===== src/rtl/nv_nvdla_dmaif_wr_arb_pkg.sv =====
// Shared constants and state encoding for the DMAIF write-request arbiter.
// Packet layout: pd[65] type (0=cmd, 1=data); cmd addr[31:0], size[44:32], require_ack[45].
package nv_nvdla_dmaif_wr_arb_pkg;

    localparam int unsigned PD_W           = 66;
    localparam int unsigned PKT_TYPE_BIT   = 65;
    localparam int unsigned CMD_SIZE_LSB   = 32;
    localparam int unsigned CMD_SIZE_W     = 13;
    localparam int unsigned CMD_REQACK_BIT = 45;

    typedef enum logic [0:0] {
        ARB  = 1'b0,
        XFER = 1'b1
    } arb_state_e;

endpackage


===== src/rtl/nv_nvdla_dmaif_wr_arb_ackfifo.sv =====
// Flop FIFO of 1-bit requester IDs for writes awaiting their completion response.
// Push and pop in the same cycle are both honoured, including when full.
module nv_nvdla_dmaif_wr_arb_ackfifo #(
    parameter int unsigned DEPTH = 8
) (
    input  logic                     nvdla_core_clk,
    input  logic                     nvdla_core_rstn,
    input  logic                     push,
    input  logic                     push_data,
    input  logic                     pop,
    output logic                     pop_data,
    output logic                     full,
    output logic                     empty,
    output logic [$clog2(DEPTH):0]   count
);

    localparam int unsigned AW = $clog2(DEPTH);
    localparam int unsigned CW = AW + 1;

    logic [DEPTH-1:0] mem;
    logic [AW-1:0]    wr_ptr;
    logic [AW-1:0]    rd_ptr;

    always_ff @(posedge nvdla_core_clk or negedge nvdla_core_rstn) begin
        if (!nvdla_core_rstn) begin
            mem    <= '0;
            wr_ptr <= '0;
            rd_ptr <= '0;
            count  <= '0;
        end else begin
            if (push) begin
                mem[wr_ptr] <= push_data;
                wr_ptr      <= wr_ptr + AW'(1);
            end
            if (pop) begin
                rd_ptr <= rd_ptr + AW'(1);
            end
            case ({push, pop})
                2'b10:   count <= count + CW'(1);
                2'b01:   count <= count - CW'(1);
                default: count <= count;
            endcase
        end
    end

    assign pop_data = mem[rd_ptr];
    assign full     = (count == CW'(DEPTH));
    assign empty    = (count == '0);

endmodule


===== src/rtl/nv_nvdla_dmaif_wr_arb.sv =====
// Two-requester write-DMA arbiter: grants whole cmd+data transactions and routes
// write-complete pulses back to the owner. Define NVDLA_DMAIF_WR_ARB_PERF_EN for stall counters.
module nv_nvdla_dmaif_wr_arb
    import nv_nvdla_dmaif_wr_arb_pkg::*;
#(
    parameter int unsigned ACK_DEPTH = 8
) (
    input  logic            nvdla_core_clk,
    input  logic            nvdla_core_rstn,
    input  logic [PD_W-1:0] req0_pd,
    input  logic            req0_pvld,
    output logic            req0_prdy,
    input  logic [PD_W-1:0] req1_pd,
    input  logic            req1_pvld,
    output logic            req1_prdy,
    output logic [PD_W-1:0] dma_wr_req_pd,
    output logic            dma_wr_req_pvld,
    input  logic            dma_wr_req_prdy,
    input  logic            dma_wr_rsp_complete,
    output logic            rsp0_complete,
    output logic            rsp1_complete,
    output logic            arb_err
`ifdef NVDLA_DMAIF_WR_ARB_PERF_EN
    ,
    output logic [31:0]     arb_stall0,
    output logic [31:0]     arb_stall1
`endif
);

    localparam int unsigned CNT_W = $clog2(ACK_DEPTH) + 1;

    arb_state_e             state;
    arb_state_e             nxt_state;
    logic                   last_grant;
    logic                   nxt_last_grant;
    logic                   owner;
    logic                   nxt_owner;
    logic [CMD_SIZE_W-1:0]  beat_cnt;
    logic [CMD_SIZE_W-1:0]  nxt_beat_cnt;

    logic                   sel;
    logic                   sel_vld;
    logic [PD_W-1:0]        sel_pd;
    logic                   grant_en;
    logic                   accept;
    logic                   elig0;
    logic                   elig1;
    logic                   ack_blocked;
    logic                   ack_push;
    logic                   ack_pop;
    logic                   ack_head;
    logic                   ack_full;
    logic                   ack_empty;
    logic [CNT_W-1:0]       ack_cnt;
    logic                   err_set;

    nv_nvdla_dmaif_wr_arb_ackfifo #(
        .DEPTH (ACK_DEPTH)
    ) u_ackfifo (
        .nvdla_core_clk  (nvdla_core_clk),
        .nvdla_core_rstn (nvdla_core_rstn),
        .push            (ack_push),
        .push_data       (sel),
        .pop             (ack_pop),
        .pop_data        (ack_head),
        .full            (ack_full),
        .empty           (ack_empty),
        .count           (ack_cnt)
    );

    always_comb begin
        assert (ack_cnt <= CNT_W'(ACK_DEPTH));
    end

    // A completion in the same cycle frees a slot, so a full FIFO does not block then.
    assign ack_blocked = ack_full && !dma_wr_rsp_complete;
    assign ack_pop     = dma_wr_rsp_complete && !ack_empty;

    assign elig0 = req0_pvld && !req0_pd[PKT_TYPE_BIT] && !(req0_pd[CMD_REQACK_BIT] && ack_blocked);
    assign elig1 = req1_pvld && !req1_pd[PKT_TYPE_BIT] && !(req1_pd[CMD_REQACK_BIT] && ack_blocked);

    // Requester selection: owner during XFER, round-robin among eligible cmds in ARB.
    always_comb begin
        sel     = owner;
        sel_vld = 1'b0;
        if (state == XFER) begin
            sel_vld = owner ? req1_pvld : req0_pvld;
        end else if (elig0 || elig1) begin
            sel_vld = 1'b1;
            sel     = (elig0 && elig1) ? ~last_grant : elig1;
        end
    end

    assign sel_pd          = sel ? req1_pd : req0_pd;
    assign grant_en        = (state == XFER) || sel_vld;
    assign req0_prdy       = grant_en && !sel && dma_wr_req_prdy;
    assign req1_prdy       = grant_en &&  sel && dma_wr_req_prdy;
    assign dma_wr_req_pvld = sel_vld;
    assign dma_wr_req_pd   = sel_vld ? sel_pd : '0;
    assign accept          = sel_vld && dma_wr_req_prdy;

    always_comb begin
        nxt_state      = state;
        nxt_last_grant = last_grant;
        nxt_owner      = owner;
        nxt_beat_cnt   = beat_cnt;
        ack_push       = 1'b0;
        case (state)
            ARB: begin
                if (accept) begin
                    nxt_state      = XFER;
                    nxt_last_grant = sel;
                    nxt_owner      = sel;
                    nxt_beat_cnt   = sel_pd[CMD_SIZE_LSB +: CMD_SIZE_W];
                    ack_push       = sel_pd[CMD_REQACK_BIT];
                end
            end
            XFER: begin
                if (accept) begin
                    if (beat_cnt == '0) begin
                        nxt_state = ARB;
                    end else begin
                        nxt_beat_cnt = beat_cnt - CMD_SIZE_W'(1);
                    end
                end
            end
            default: nxt_state = ARB;
        endcase
    end

    // Protocol errors: data at a head in ARB, cmd mid-transaction, completion with nothing owed.
    assign err_set = ((state == ARB) &&
                      ((req0_pvld && req0_pd[PKT_TYPE_BIT]) || (req1_pvld && req1_pd[PKT_TYPE_BIT]))) ||
                     ((state == XFER) && accept && !sel_pd[PKT_TYPE_BIT]) ||
                     (dma_wr_rsp_complete && ack_empty);

    always_ff @(posedge nvdla_core_clk or negedge nvdla_core_rstn) begin
        if (!nvdla_core_rstn) begin
            state         <= ARB;
            last_grant    <= 1'b1;
            owner         <= 1'b0;
            beat_cnt      <= '0;
            rsp0_complete <= 1'b0;
            rsp1_complete <= 1'b0;
            arb_err       <= 1'b0;
        end else begin
            state         <= nxt_state;
            last_grant    <= nxt_last_grant;
            owner         <= nxt_owner;
            beat_cnt      <= nxt_beat_cnt;
            rsp0_complete <= ack_pop && !ack_head;
            rsp1_complete <= ack_pop &&  ack_head;
            arb_err       <= arb_err || err_set;
        end
    end

`ifdef NVDLA_DMAIF_WR_ARB_PERF_EN
    // Saturating count of cycles each requester is held off.
    always_ff @(posedge nvdla_core_clk or negedge nvdla_core_rstn) begin
        if (!nvdla_core_rstn) begin
            arb_stall0 <= '0;
            arb_stall1 <= '0;
        end else begin
            if (req0_pvld && !req0_prdy && (arb_stall0 != '1)) begin
                arb_stall0 <= arb_stall0 + 32'd1;
            end
            if (req1_pvld && !req1_prdy && (arb_stall1 != '1)) begin
                arb_stall1 <= arb_stall1 + 32'd1;
            end
        end
    end
`endif

endmodule


===== config.mk =====
export PLATFORM = sky130hd
export DESIGN_NAME = nv_nvdla_dmaif_wr_arb
export DESIGN_NICKNAME = d
export VERILOG_FILES = /design/src/rtl/nv_nvdla_dmaif_wr_arb_pkg.sv /design/src/rtl/nv_nvdla_dmaif_wr_arb_ackfifo.sv /design/src/rtl/nv_nvdla_dmaif_wr_arb.sv
export SDC_FILE = /design/constraint.sdc
export NUM_CORES = 1
export LEC_CHECK = 0
export CAP_MARGIN = 5
export CORE_ASPECT_RATIO = 1.4
export CORE_UTILIZATION = 30
export CTS_CLUSTER_DIAMETER = 80
export DETAILED_ROUTE_END_ITERATION = 12
export PLACE_DENSITY_LB_ADDON = 0.15
export SYNTH_ARGS = -nofsm -noshare
export SYNTH_HDL_FRONTEND = slang
export SYNTH_SLANG_ARGS = --single-unit

===== constraint.sdc =====
create_clock -name nvdla_core_clk -period 3.2 [get_ports nvdla_core_clk]
set_clock_uncertainty 0.05 [all_clocks]
set_input_delay 0.48 -clock nvdla_core_clk [delete_from_list [all_inputs] [get_ports nvdla_core_clk]]
set_output_delay 0.48 -clock nvdla_core_clk [all_outputs]
set_load 0.02 [all_outputs]

==> summary.md, run 1 <==
| Metric | Value |
|---|---|
| Share of cells above drive strength 1 | 16.52% |
| Total wire length | 13380 µm |
| Overall die height | 124.6 µm |
| Clock tree buffer depth | 2 |
| M2 GR Usage | 41.67% |
| Num Clock Sinks | 37 |
| DRC violations left | 0 |
| Design area | 0.006107 mm² |
| Sequential share of the synthesized area | 28.80% |
| LEAKAGE | 2.729 nW |
| Met3 Use GR | 4.639% |
| Synth Register Bits | 37 |
| Number of DRC markers in iteration 0 | 165 |
| Synth unique cells | 56 |
| Critical Setup Path Class | primary input to output pin |
| Filler cell count | 940 |
| Post-DP HPWL | 9900 µm |
| Synth async-reset ratio | 100.0% |
| Slowest stage delay, CP | 500 ps |
| Die X | 89.55 µm |
| Worst path bufs/invs | 5 |
| Hold Crit Class | register to register |
| Clk pwr share | 14.7% |
| Placed instance area | 0.005746 mm² |
| Cts bufs inserted | 5 |
| Worst slew margin | 48.82% |
| Post-synthesis net count | 582 |
| Final hold slack | 453.4 ps |
| Commonest non-fill, non-tap cells in the layout | 138 x clkdlybuf4s50_1, 126 x nand2_1, 54 x a21oi_1, 54 x buf_4, 51 x dlygate4sd2_1 |
| Worst-margin pin slew | 760.6 ps |
| Area of the multi-input gates | 0.002172 mm² |
| Core area | 0.01041 mm² |
| Worst setup EP type | output pin |
| WP data required | 2670 ps |
| Grt peak-use layer | met2 |
| Most common cell after layout, fill and taps aside | clkdlybuf4s50_1 |
| Syn-to-layout area delta | 89.70% |
| P_sw | 1.995 mW |
| Syn avg cell area | 7.350 µm² |
| CP arrival | 2600 ps |
| Clk slew on worst S/H paths | 60 ps |
| Rows | 44 |
| Clock latency on the worst-skew pair | 280 ps |
| Fin. max-slew vios | 0 |
| Post-layout nets | 833 |
| Port buffer count | 209 |
| Final min period | 3130 ps |
| Via count | 4180 |
| GRT Util Overall | 23.97% |
| IO Count | 210 |
| Final setup vio count | 0 |
| Peak VDD IR | 0.0003754 V |
| Initial DRT Pass Iterations | 4 |
| Register area | 927.1 µm² |
| Die ar. | 0.01116 mm² |
| Vias in the first global route | 4156 |
| ANT cells | 0 |
| Crit path max-delay family | buffers and inverters |
| Global-route wire length before repair | 20740 µm |
| Final Hold Viols | 0 |
| Sw Ratio | 44.60% |
| Placer Congestion | 0.8860 |
| Starting Density | 30.94% |
| Internal power | 2.478 mW |
| Max Cap Viol | 0 |
| CTS tree | done |
| Via density | 5.048 |
| Clock root buffer | clkbuf_16 |
| Synth Instances | 438 |
| CTS HTree Levels | 2 |
| Fin crit share | 97.82% |
| RSZ-0062 raised after global routing | true |
| Pin count of the biggest net entering global routing | 39 |
| Startpoint types | primary input |
| Drt wl/cell | 16.16 µm |
| Grt total ovfl | 0 |
| Peak Freq | 0.3195 GHz |
| Power Total | 4.472 mW |
| Slowest-stage cell, CP | clkdlybuf4s50_1 |
| Post-synth top flop | dfrtp_1 |
| Status | finished clean |
| Initial antenna violation count | 2 |
| Crit-path cells | clkdlybuf4s50_1 > and3b_2 > a21oi_4 > a32oi_4 > buf_6 > buf_4 > buf_16 > mux2i_2 > nor2_1 > clkdlybuf4s15_1 |
| Pwr dens | 732.3 mW/mm² |
| GR Util met1 | 28.04% |
| CP max FO | 12 |
| Netlist Area Pre-Place | 0.003219 mm² |
| YS warnings | 0 |
| Final WS setup | 69.84 ps |
| Antenna Nets Post-Route | 0 |
| Post-synth EDFFs | 0 |
| Dpl ws | -550.2 ps |
| Seq pwr share | 17.9% |
| Comb pwr share | 67.4% |
-- state kept, by name, indices dropped and copies added, names as in the netlist --
signal and flops:
u_ackfifo.rd_ptr 3, u_ackfifo.mem 8, arb_err 1, owner 1, u_ackfifo.wr_ptr 3, rsp1_complete 1
last_grant 1, state 1, u_ackfifo.count 4, rsp0_complete 1, beat_cnt 13
-- path summary, 6_finish.rpt --
check	from	to	slack, ps	cells after the start
max	req1_pd[45]	dma_wr_req_pd[33]	70	10
min	u_ackfifo.rd_ptr[2]	u_ackfifo.rd_ptr[2]	450	1
max reg2reg	u_ackfifo.count[2]	u_ackfifo.count[2]	130	14
min reg2reg	u_ackfifo.rd_ptr[2]	u_ackfifo.rd_ptr[2]	450	1
max in group asynchronous	nvdla_core_rstn	last_grant	2160	2
min in group asynchronous	nvdla_core_rstn	u_ackfifo.mem[4]	580	2
-- worst reg2reg max path, stage by stage, from the launching register on --
cell     delay [ps]
dfrtp_1         460
nor3_4          380
a21oi_4         140
a32oi_4         250
buf_6           150
buf_4           120
mux2i_4         240
inv_2            70
ha_1            220
xor2_1          170
ha_1            210
a21oi_2         120
xor2_1          160
nor2_1           60
xor2_1          130
-- repair_timing --
| item | 4_1_cts | 5_1_grt |
|---|---|---|
| hold buffers | 0 | 0 |
| endpoints found under the setup margin | 71 | 44 |
| pin swaps | 2 | 2 |
| endpoints found under the hold margin | 0 | 0 |
| setup buffers | 11 | 2 |
| gates cloned | 3 | 0 |
| resized for setup | 108 | 18 |
-- layout make-up --
| cell class | instances | share of cell area (%) |
|---|---|---|
| clock buffers | 5 | 2.049 |
| clock inverters | 3 | 1.127 |
| inverters | 14 | 0.8605 |
| multi-input cells | 360 | 35.57 |
| flip-flops and latches | 37 | 15.18 |
| well taps | 138 | 2.827 |
| repair buffers | 271 | 42.39 |
-- power groups by stage --
stage          Clock [mW]  Sequential [mW]  Combinational [mW]
2_1_floorplan           0            0.757                1.64
3_3_place_gp            0            0.795                2.87
3_5_place_dp            0            0.805                2.91
4_1_cts             0.669            0.796                3.02
5_1_grt             0.689            0.833                3.27
6_report            0.658            0.799                3.01
-- cells in the mapped netlist, types with 3 or more instances --
master    number  area, µm²
o211ai_1      12      90.09
nand2b_1       5      31.28
ha_1           6      75.07
nand4_1        3      18.77
o21ai_0       17      85.08
nor2_1        27      101.4
nor2b_1        4      25.02
o31ai_1        6      45.04
nor3_1         7      35.03
clkbuf_1       9      33.78
dfrtp_1       36      900.9
inv_1         14      52.55
buf_2         12      60.06
xnor2_1        4      35.03
a21oi_1       56      280.3
xor2_1         5      43.79
buf_1          5      18.77
or3_1          3      18.77
o221ai_1       5      43.79
mux2_2         3      33.78
a222oi_1       3      30.03
mux2i_1       20      200.2
nand3_1        5      25.02
nand2_1      126      473.0
o311ai_0       5      43.79
-- layer usage --
layer	vias up	part of all wire (%)
met5	-	0.20
met4	4	3.3
met3	38	6.0
met2	156	51
met1	1926	40
li1	2056	-
-- cells by family after synthesis --
kind of cell    count (synthesis)  share of synthesized area (%)
simple gates                  195                          26.66
flops                          37                          28.80
fa+ha+maj                       6                          2.332
mux                            25                          8.667
compound gates                125                          25.61
xor+xnor                        9                          2.448
buf+inv                        41                          5.480
-- metrics by stage --
stage	util [%]	TNS, ps	cells
2_1_floorplan	-	0	438
3_3_place_gp	55.22	-25550	804
3_5_place_dp	55.22	-27850	804
4_1_cts	58.55	0	826
5_1_grt	58.69	-99.61	828
6_report	58.69	0	828
Note: power is estimated with default switching activity, not from simulation.
==> run 2, diff against run 1 <==
--- a/config.mk
+++ b/config.mk
@@ -11,6 +11,8 @@
 export CTS_CLUSTER_DIAMETER = 80
 export DETAILED_ROUTE_END_ITERATION = 12
 export PLACE_DENSITY_LB_ADDON = 0.15
+export SKIP_CTS_REPAIR_TIMING = 1
+export SKIP_LAST_GASP = 1
 export SYNTH_ARGS = -nofsm -noshare
 export SYNTH_HDL_FRONTEND = slang
 export SYNTH_SLANG_ARGS = --single-unit
==> run 2 against run 1 <==
Cell count fell by 0.72%; register-to-register slack gained 70 ps; power rose by 1.7%; first-iteration DRC count increased by 14%; maximum frequency decreased by 1.0%; critical path type unchanged; largest power group unchanged.
==> summary.md, run 2 (synthesis gave the netlist of run 1 again) <==
| Metric | Value |
|---|---|
| Commonest non-fill, non-tap cells in the layout | 138 x clkdlybuf4s50_1, 126 x nand2_1, 69 x dlymetal6s2s_1 |
| ANT cells | 0 (unchanged) |
| Port buffer count | 209 (unchanged) |
| Initial antenna violation count | 2 (unchanged) |
| Grt total ovfl | 0 (unchanged) |
| CP max FO | 6 (-6) |
| LEAKAGE | 3.462 nW (+27%) |
| Design area | 0.006289 mm² (+3.0%) |
| Peak VDD IR | 0.0003673 V (-2.2%) |
| Worst-margin pin slew | 770.9 ps (+10.28 ps) |
| Pin count of the biggest net entering global routing | 47 (+21%) |
| Die ar. | 0.01116 mm² (unchanged) |
| WP data required | 2670 ps (about the same) |
| Placer Congestion | 0.8860 (unchanged) |
| Most common cell after layout, fill and taps aside | clkdlybuf4s50_1 |
| Max reg flops | 13 (unchanged) |
| Number of DRC markers in iteration 0 | 188 (+14%) |
| Cts bufs inserted | 5 (unchanged) |
| Worst setup EP type | output pin |
| Pwr dens | 723.5 mW/mm² (-1.2%) |
| Clock tree buffer depth | 2 (unchanged) |
| Share of cells above drive strength 1 | 13.45% (-3.1 points) |
| Fin crit share | 98.80% (+0.98 points) |
| Clk pwr share | 14.5% (-0.2 points) |
| Die X | 89.55 µm (unchanged) |
| Register area | 927.1 µm² (unchanged) |
| IO Count | 210 (unchanged) |
| Final Core Density | 60.44% (+1.7 points) |
| Comb pwr share | 68.0% (+0.6 points) |
| Clock latency on the worst-skew pair | 290 ps (about the same) |
| Via density | 5.088 (+0.78%) |
| CP arrival | 2630 ps (+30 ps) |
| Starting Density | 30.94% (unchanged) |
| DRC violations left | 0 (unchanged) |
| Top reg by flops | beat_cnt |
| Antenna Nets Post-Route | 0 (unchanged) |
| Post-layout nets | 827 (-0.72%) |
| Fin. max-slew vios | 0 (unchanged) |
| Initial DRT Pass Iterations | 4 (unchanged) |
| Worst slew margin | 48.13% (-0.69 points) |
| Drt wl/cell | 16.50 µm (+2.1%) |
| Clk slew on worst S/H paths | 60 ps (about the same) |
| Status | finished clean |
| Overall die height | 124.6 µm (unchanged) |
| Final min period | 3162 ps (+31.52 ps) |
| Placed instance area | 0.005746 mm² (unchanged) |
| Startpoint types | primary input |
| P_sw | 1.996 mW (about the same) |
| Rows | 44 (unchanged) |
| Final setup vio count | 0 (unchanged) |
| Via count | 4182 (+0.048%) |
| Internal power | 2.554 mW (+3.1%) |
| Max Cap Viol | 0 (unchanged) |
| Setup_tns | 0 ps (unchanged) |
| Num Clock Sinks | 37 (unchanged) |
| GRT Util Overall | 22.78% (-1.2 points) |
| Syn-to-layout area delta | 95.34% |
| Area of the multi-input gates | 0.002171 mm² (about the same) |
| Vias in the first global route | 4059 (-2.3%) |
| Core area | 0.01041 mm² (unchanged) |
| Hold Crit Class | register to register |
| Final hold slack | 453.1 ps (-0.3050 ps) |
| Total wire length | 13560 µm (+1.4%) |
| Seq pwr share | 17.5% (-0.4 points) |
| Global-route wire length before repair | 19920 µm (-4.0%) |
| Power Total | 4.550 mW (+1.7%) |
| Final Hold Viols | 0 (unchanged) |
| Filler cell count | 896 (-4.7%) |
| Peak Freq | 0.3163 GHz (-1.0%) |
| CTS HTree Levels | 2 (unchanged) |
| Post-DP HPWL | 9900 µm (unchanged) |
| Biggest regs | beat_cnt x13, u_ackfifo.mem x8, u_ackfifo.count x4 |
| Sw Ratio | 43.87% (-0.73 points) |
| Critical Setup Path Class | primary input to output pin |
| Clock root buffer | clkbuf_16 |
| CTS tree | done |
| RSZ-0062 raised after global routing | true |
==> run 2: cell types whose count changed in the layout (fill, tap and decap cells not counted), sizes merged <==
cell           delta
clkdlybuf4s15    -12
dlygate4sd2      -51
bufbuf            -2
clkbuf            +1
buf              -10
dlymetal6s2s     +68
==> run 2: worst max-delay path, cell delays in order <==
cell             delay, ps
clkdlybuf4s50_1        460
nand2b_4               180
a211o_1                320
a32oi_4                230
buf_4                  160
buf_12                 100
buf_6                  140
buf_4                  140
mux2i_4                210
nor2_1                  60
clkbuf_2               150
==> run 2: path summary, 6_finish.rpt <==
path | start | cells after the start | endpoint | slack (ps)
min in group asynchronous | nvdla_core_rstn | 2 | u_ackfifo.mem[4] | 580
worst min register to register | u_ackfifo.rd_ptr[2] | 1 | u_ackfifo.rd_ptr[2] | 450
worst max register to register | u_ackfifo.count[2] | 13 | u_ackfifo.count[2] | 200
worst max-delay path | req0_pd[65] | 11 | dma_wr_req_pd[42] | 40
max in group asynchronous | nvdla_core_rstn | 2 | last_grant | 2150
worst min-delay path | u_ackfifo.rd_ptr[2] | 1 | u_ackfifo.rd_ptr[2] | 450
==> run 2: area by class of cell <==
class / instances / share of cell area (%)
Clock buffer: 5 / 1.990
Clock inverter: 3 / 1.094
Inverter: 14 / 0.8357
Multi-Input combinational cell: 360 / 34.52
Sequential cell: 37 / 14.74
Tap cell: 138 / 2.746
Timing Repair Buffer: 265 / 44.07
==> run 2: metrics by stage <==
stage	cells	worst slack [ps]
5_1_grt	822	-75.60
2_1_floorplan	438	237.3
3_5_place_dp	804	-550.2
3_3_place_gp	804	-508.3
4_1_cts	812	-554.8
6_report	822	38.32
==> run 2: power groups by stage <==
stage | registers, mW | clock network [mW] | logic (mW)
global placement | 0.795 | 0 | 2.87
detailed placement | 0.805 | 0 | 2.91
floorplan | 0.757 | 0 | 1.64
finish | 0.797 | 0.661 | 3.09
CTS | 0.796 | 0.669 | 2.93
global route | 0.831 | 0.688 | 3.35
==> run 2: per-layer routing <==
| metal | vias to the layer above | GRT usage [%] | wire length, µm |
|---|---|---|---|
| met2 | 162 | 39.75 | 7019 |
| met4 | 4 | 8.590 | 357 |
| met3 | 32 | 4.970 | 818 |
| li1 | 2046 | - | - |
| met5 | - | 0 | 27 |
| met1 | 1938 | 26.30 | 5338 |
